File: config.mk
export PLATFORM = sky130hd
export DESIGN_NAME = sr_cmd_seq
export DESIGN_NICKNAME = d
export VERILOG_FILES = /design/src/rtl/sr_cmd_pkg.sv /design/src/rtl/sr_cmd_fifo.sv /design/src/rtl/sr_cmd_seq.sv
export SDC_FILE = /design/constraint.sdc
export NUM_CORES = 1
export LEC_CHECK = 0
export CAP_MARGIN = 10
export CORE_MARGIN = 1
export CORE_UTILIZATION = 54
export DETAILED_ROUTE_END_ITERATION = 7
export PLACE_DENSITY = 0.74
export SLEW_MARGIN = 25
export SYNTH_ARGS = -nofsm -noshare
export SYNTH_HDL_FRONTEND = slang
export SYNTH_SLANG_ARGS = --single-unit
File: constraint.sdc
create_clock -name clk -period 3.1 [get_ports clk]
set_input_delay 0.31 -clock clk [delete_from_list [all_inputs] [get_ports clk]]
set_output_delay 0.31 -clock clk [all_outputs]
set_load 0.02 [all_outputs]
File: src/rtl/sr_cmd_pkg.sv
// Shared types and constants for the SR command sequencer: command encoding,
// FSM states and the width of the inter-pulse gap counter.
package sr_cmd_pkg;

  typedef enum logic {
    CMD_CLR = 1'b0,
    CMD_SET = 1'b1
  } cmd_t;

  typedef enum logic [1:0] {
    IDLE,
    ISSUE,
    HOLD
  } state_t;

  localparam int GAP_W = 4;

endpackage

File: src/rtl/sr_cmd_fifo.sv
// Synchronous 1-bit-wide FIFO holding queued set/clear commands.
// Pushes when full and pops when empty are ignored.
module sr_cmd_fifo #(
  parameter int DEPTH = 4
) (
  input  logic                     clk,
  input  logic                     rst,
  input  logic                     push,
  input  logic                     pop,
  input  logic                     din,
  output logic                     dout,
  output logic                     full,
  output logic                     empty,
  output logic [$clog2(DEPTH):0]   level
);

  localparam int AW = $clog2(DEPTH);
  localparam logic [AW:0] FULL_LVL = (AW + 1)'(DEPTH);

  logic [DEPTH-1:0] mem;
  logic [AW-1:0]    wr_ptr;
  logic [AW-1:0]    rd_ptr;
  logic             do_push;
  logic             do_pop;

  assign full    = (level == FULL_LVL);
  assign empty   = (level == '0);
  assign do_push = push & ~full;
  assign do_pop  = pop & ~empty;
  assign dout    = mem[rd_ptr];

  // Pointers are AW bits wide, so they wrap modulo DEPTH on their own.
  always_ff @(posedge clk) begin
    if (!rst) begin
      wr_ptr <= '0;
      rd_ptr <= '0;
      level  <= '0;
    end else begin
      if (do_push) wr_ptr <= wr_ptr + 1'b1;
      if (do_pop)  rd_ptr <= rd_ptr + 1'b1;
      unique case ({do_push, do_pop})
        2'b10:   level <= level + 1'b1;
        2'b01:   level <= level - 1'b1;
        default: level <= level;
      endcase
    end
  end

  // NOTE: storage is not reset; stale entries are unreachable once the pointers are cleared.
  always_ff @(posedge clk) begin
    if (do_push) mem[wr_ptr] <= din;
  end

endmodule

File: src/rtl/sr_cmd_seq.sv
// Queues single-cycle set/clear requests and replays them as one-cycle s/r
// pulses separated by GAP idle cycles; s and r are never high together.
module sr_cmd_seq
  import sr_cmd_pkg::*;
#(
  parameter int DEPTH = 4,
  parameter int GAP   = 1
) (
  input  logic                   clk,
  input  logic                   rst,
  input  logic                   set_req,
  input  logic                   clr_req,
  output logic                   s,
  output logic                   r,
  output logic                   busy,
  output logic [$clog2(DEPTH):0] level,
  output logic                   q_model,
  output logic                   conflict,
  output logic                   overflow
);

  localparam logic [GAP_W-1:0] GAP_LOAD = GAP_W'(GAP);
  localparam logic [GAP_W-1:0] CNT_LAST = GAP_W'(1);

  state_t           state_q, state_d;
  logic [GAP_W-1:0] cnt_q, cnt_d;
  logic             s_d, r_d, q_d;
  logic             one_req, full, empty, pop, take, fifo_dout;
  cmd_t             head;

  assign one_req = set_req ^ clr_req;
  assign head    = cmd_t'(fifo_dout);
  assign busy    = (state_q != IDLE) || !empty;

  sr_cmd_fifo #(.DEPTH(DEPTH)) u_fifo (
    .clk   (clk),
    .rst   (rst),
    .push  (one_req & ~full),
    .pop   (pop),
    .din   (set_req),
    .dout  (fifo_dout),
    .full  (full),
    .empty (empty),
    .level (level)
  );

  always_comb begin
    // NOTE: every output of this block gets a default first, so no latch can be inferred.
    state_d = state_q;
    cnt_d   = cnt_q;
    q_d     = q_model;
    s_d     = 1'b0;
    r_d     = 1'b0;
    pop     = 1'b0;
    take    = 1'b0;
    unique case (state_q)
      IDLE: take = !empty;
      ISSUE: begin
        q_d = s;
        if (GAP > 0) begin
          state_d = HOLD;
          cnt_d   = GAP_LOAD;
        end else begin
          state_d = IDLE;
          take    = !empty;
        end
      end
      // On gap expiry the next command issues on the same edge, giving GAP+1 spacing.
      HOLD: begin
        cnt_d = cnt_q - 1'b1;
        if (cnt_q == CNT_LAST) begin
          state_d = IDLE;
          take    = !empty;
        end
      end
      default: state_d = IDLE;
    endcase
    if (take) begin
      pop     = 1'b1;
      s_d     = (head == CMD_SET);
      r_d     = (head == CMD_CLR);
      state_d = ISSUE;
    end
  end

  always_ff @(posedge clk) begin
    if (!rst) begin
      state_q  <= IDLE;
      cnt_q    <= '0;
      s        <= 1'b0;
      r        <= 1'b0;
      q_model  <= 1'b0;
      conflict <= 1'b0;
      overflow <= 1'b0;
    end else begin
      state_q  <= state_d;
      cnt_q    <= cnt_d;
      s        <= s_d;
      r        <= r_d;
      q_model  <= q_d;
      conflict <= set_req & clr_req;
      overflow <= one_req & full;
    end
  end

endmodule
* Word-level counts from Yosys, hierarchy flattened
Index checks and enable logic that the tools add are counted.
Widths: inputs -> output; s select.
** Storage, ports and cells
- Bits in registers :: 22
- Bits of input ports :: 4
- Output and inout bits :: 9
** Cells by class
- $add $sub $neg :: 5
- Magnitude comparators :: 3
- Eq/ne operators :: 9
- Mux-type cells :: 13
- Bitwise gates (word level) :: 11
- Reduce and logical (&&, ||, !) cells :: 12
** Operators with widths (count)
- $pmux 4 s2 :: 1
- $lt 2x3->1 const B :: 2
- $pmux 2 s3 :: 1
- $pmux 3 s2 :: 1
- $reduce_and 2->1 :: 3
- $reduce_bool 2->1 :: 3
- $and 1x1->1 :: 5
- $mux 1 :: 5
- $not 1->1 :: 5
- $add 2x1->2 const B :: 2
- $bwmux 4 :: 1
- $eq 2x1->1 const B :: 2
- $eq 2x2->1 const B :: 2
- $eq 4x1->1 const B :: 1
- $ne 2x2->1 const B :: 2
- $sub 4x1->4 const B :: 1
- $add 3x1->3 const B :: 1
- $eq 3x3->1 const B :: 1
- $logic_not 3->1 :: 1
- $ne 3x3->1 const B :: 1
- $sub 3x1->3 const B :: 1
- $bmux 1 s2 :: 1
- $demux 1 s2 :: 1
- $ge 2x1->1 const B :: 1
- other kinds (8) :: 8

* Logic depth before layout (Yosys ltp)
- Depth in word-level cells :: 8
- Depth in mapped cells :: 10

* Modules after synthesis
A second synthesis with hierarchy kept.
** Unflattened totals
- Cells, all modules :: 112
- Area, all modules :: 1131.1 µm²
** Modules (own cells, without submodules)
- sr_cmd_fifo :: times used 1, cells each 56, area an instance 598.1 µm²
- sr_cmd_seq :: times used 1, cells each 56, area an instance 533.0 µm²

* Worst setup path before layout
No wires, ideal clock.
- Path kind :: register -> register
- From :: reg state_q[0]
- To :: reg u_fifo.level[2]
- Setup time :: 0.071 ns
- Data arrival time :: 2.223 ns
- Data required time :: 3.029 ns
- Path slack :: 0.807 ns
- Cell stages (with the launch flop) :: 11
- Path buffers :: 0
- Period minus slack after synthesis :: 2.293 ns
- Cell sequence :: dfxtp_1 inv_1 ha_1 nand4bb_1 a21oi_2 ha_1 inv_1 fa_1 xor2_1 or3_1 a21oi_1
** On the way
- Word-level cells in the longest chain between the ends :: 6
- Elaborated cells between the ends (all ways) :: 9
** RTL lines
- start: declaration :: RTL line sr_cmd_seq.sv:25 : state_t state_q, state_d;
- start signal: assignment :: RTL line sr_cmd_seq.sv:96 : state_q <= state_d;
- $eq 2x2->1 or $logic_not 2->1 (tied branches) :: RTL line sr_cmd_seq.sv:56 : unique case (state_q)
- $pmux 1 s2 (*) :: RTL line sr_cmd_seq.sv:56
- $mux 1 (*) :: RTL line sr_cmd_seq.sv:78 : if (take) begin
- $and 1x1->1 (*) :: RTL line sr_cmd_fifo.sv:29 : assign do_pop = pop & ~empty;
- net u_fifo.do_pop :: RTL line sr_cmd_fifo.sv:24 : logic do_pop;
- $eq 2x1->1 or $eq 2x2->1 (tied branches) :: RTL line sr_cmd_fifo.sv:41 : unique case ({do_push, do_pop})
- $pmux 3 s2 or $reduce_bool 2->1 (tied branches)
- end signal: assignment :: RTL line sr_cmd_fifo.sv:42 : 2'b10: level <= level + 1'b1;
- end signal: assignment :: RTL line sr_cmd_fifo.sv:43 : 2'b01: level <= level - 1'b1;
- end signal: assignment :: RTL line sr_cmd_fifo.sv:44 : default: level <= level;
- end: declaration :: RTL line sr_cmd_fifo.sv:14 : output logic [$clog2(DEPTH):0] level
The timed path passes the listed nets; every way through them passes the cells marked *.
A chain may end at the register's enable or synchronous reset.

* Worst setup path after layout
Ends and elaborated chain as after synthesis.

==> run_results.csv <==
group,metric,value,unit
floorplan,chipHeight,47.3,microns
floorplan,core,1940,sq um
critical_path,cp_data_required_time,3.35,ns
sta,slew_viol_final,0,
synthesis,synthTopCellsByArea,"dfxtp_1 33%, ha_1 12%, edfxtp_1 11%, inv_1 5.4%, and3_1 2.8%",
synthesis,synth_edf_count,4,
critical_path,crit_path_start_kind,"flip-flop",
sta,max_freq,0.385,GHz
grt,grt_start_max_net_pins,14,
sta,finalSetupTns,0,ns
synthesis,syn_inst,113,
layout,seq_area,480,sq um
clocking,cts.clk_slew.worst_paths,0.12,ns
clocking,numClockSinks,22,
grt,antenna_found_initial,0,
synthesis,avgSynthCellArea,9.81,sq um
worst_hold_path,hold_path_class,"reg2reg",
run,drv_cap,0,
layout,utilization,66.9,%
power,power.total,1.10,mW
detailed_routing,dr.pass1.iters,4,
detailed_routing,wl,1880,microns
sta,timing.final.crit_period,2.60,ns
clocking,postCtsHoldBufs,0,
floorplan,die_w,47.3,microns
sta,worst_slack,0.500,ns
power,vdd_drop_max,0.652,mV
sta,setup_viol,0,
synthesis,yosysTopAreaCell,"dfxtp_1",
power,leakagePower,0.520,nW
sta,period_share,83.9,%
synthesis,syn_area,1110,sq um
clocking,clock_latency,0.31,ns
synthesis,synth_top_area_share,32.5,%
synthesis,async_reset_ff_share,0,%
outcome,outcome,"complete, no violations",
floorplan,start_util,57.1,%
layout,multi_input_area,557,sq um
power,p_int,681,uW
power,clockPowerShare,17.1,%
sta,timing.slew.headroom,73.0,%
detailed_routing,vias,808,
clocking,cts-root-buf,"clkbuf_4",
synthesis,synth_common_cells,"18 x dfxtp_1, 16 x inv_1, 11 x ha_1",
placement,post-place-ws,0.408,ns
grt,track_usage,19.6,%
detailed_routing,routed_wire_length_per_instance,12.3,microns
synthesis,synth_warnings,0,
floorplan,die-area,2240,sq um
floorplan,row_count,16,
placement,hpwlAfterDp,1350,microns
power,power_switching,416,uW
critical_path,cp.arrival,2.85,ns
synthesis,seq_area_frac_synth,43.3,%
power,p_seq_share,37.5,%
synthesis,synth_nets,129,
power,power_frac_comb,45.4,%
placement,place.gp.congestion,0.799,
layout,layout-drive-gt1-share,6.35,%
detailed_routing,ant_nets,0,
synthesis,post-synth-top-count-cell,"dfxtp_1",
synthesis,ys_types,33,
clocking,clock_path_buffers,2,
sta,tightest_slew,0.402,ns
floorplan,ios,13,
detailed_routing,drt-vias-per-instance,5.28,
power,p_sw_share,37.9,%
layout,nFillCells,173,
sta,hold_viol,0,
sta,clock_skew,0.00526,ns
clocking,cts_inserted_buffers,3,
clocking,cts-htree-levels,1,
grt,grt_pass1_wl,3000,microns
synthesis,synth_flop_cell,"dfxtp_1",
sta,rsz0062_at_grt,"false",
detailed_routing,drt-initial-drc-count,10,
placement,numPortBuffers,12,
grt,grt_pass1_vias,673,
critical_path,crit_fanout,8,
critical_path,crit_type,"reg2reg",
critical_path,critPathCaptureType,"flip-flop",
layout,syn2layout_area_growth,17.2,%
clocking,cts_tree,"done",
synthesis,ys_ff_latch,22,
detailed_routing,drc_errors,0,
layout,nets,143,
layout,antenna_cells,0,
grt,grt-ovfl-total,0,
clocking,post_cts_buffers,0,
power,power_density,844,nW/um^2
clocking,ctsResizeCount,0,
==> worst paths after layout <==
path,from,end,slack (ns),cells after the start
worst max-delay path,state_q[0],u_fifo.level[2],0.50,10
worst min register to register,q_model,q_model,0.52,2
worst max register to register,state_q[0],u_fifo.level[2],0.50,10
worst min-delay path,q_model,q_model,0.52,2
==> area by class of cell <==
type,instances,area share [%]
inverters,16,4.62
multi-input cells,72,42.9
repair buffers,12,9.25
flip-flops and latches,22,37.0
clock buffers,4,3.66
well taps,27,2.60
==> flip-flops by register name, indices dropped and copies added, names as in the netlist <==
signal	count
u_fifo.rd_ptr	2
u_fifo.mem	4
r	1
cnt_q	4
overflow	1
conflict	1
u_fifo.wr_ptr	2
s	1
q_model	1
u_fifo.level	3
state_q	2
==> logic make-up (layout without fill, tap and decap cells) <==
group	after synthesis	after routing	synth area share, %
compound gates	21	21	12.1
xor+xnor	2	2	1.58
fa+ha+maj	12	12	14.2
buf+inv	19	32	6.43
flops	22	22	43.3
mux	4	4	4.74
simple gates	33	33	17.6
==> cell usage in the layout (no fill, tap or decap), drive strengths merged, types with 3 or more instances in the layout <==
master / netlist / final
dfxtp: 18 / 18
nor2: 5 / 5
clkdlybuf4s50: 0 / 12
a21oi: 6 / 6
inv: 16 / 16
nor3b: 3 / 3
edfxtp: 4 / 4
mux2i: 3 / 3
o21ai: 6 / 6
ha: 11 / 11
clkbuf: 3 / 4
and3: 5 / 5
nor3: 4 / 4
nand2: 5 / 5
==> per-layer routing <==
metal | GRT usage [%] | vias up | part of all wire (%)
met3 | 4.23 | 6 | 2.9
li1 | - | 417 | -
met1 | 26.0 | 371 | 49
met2 | 28.5 | 14 | 44
met4 | 13.1 | 0 | 4.1
met5 | 0 | - | 0
==> critical path, stage by stage, from the launching register on <==
cell and delay (ns):
dfxtp_1 0.35, inv_1 0.08, ha_1 0.31, nand4bb_1 0.21, a21oi_2 0.33, ha_1 0.24
inv_1 0.06, fa_1 0.37, xor2_1 0.16, or3_1 0.30, a21oi_1 0.14
==> stage by stage <==
step	area, sq um	cells	hold slack (ns)
6_report	1300	153	0.520
5_1_grt	1300	153	0.542
4_1_cts	1300	153	0.518
3_5_place_dp	1250	149	0.488
3_3_place_gp	1250	149	0.465
2_1_floorplan	1110	113	0.409
==> power groups by stage <==
stage | Combinational [mW] | Clock, mW | Sequential [mW]
6_report | 0.497 | 0.188 | 0.411
3_3_place_gp | 0.486 | 0 | 0.409
2_1_floorplan | 0.333 | 0 | 0.430
3_5_place_dp | 0.497 | 0 | 0.415
5_1_grt | 0.562 | 0.204 | 0.421
4_1_cts | 0.500 | 0.193 | 0.412
(Power assumes the default switching activity.)
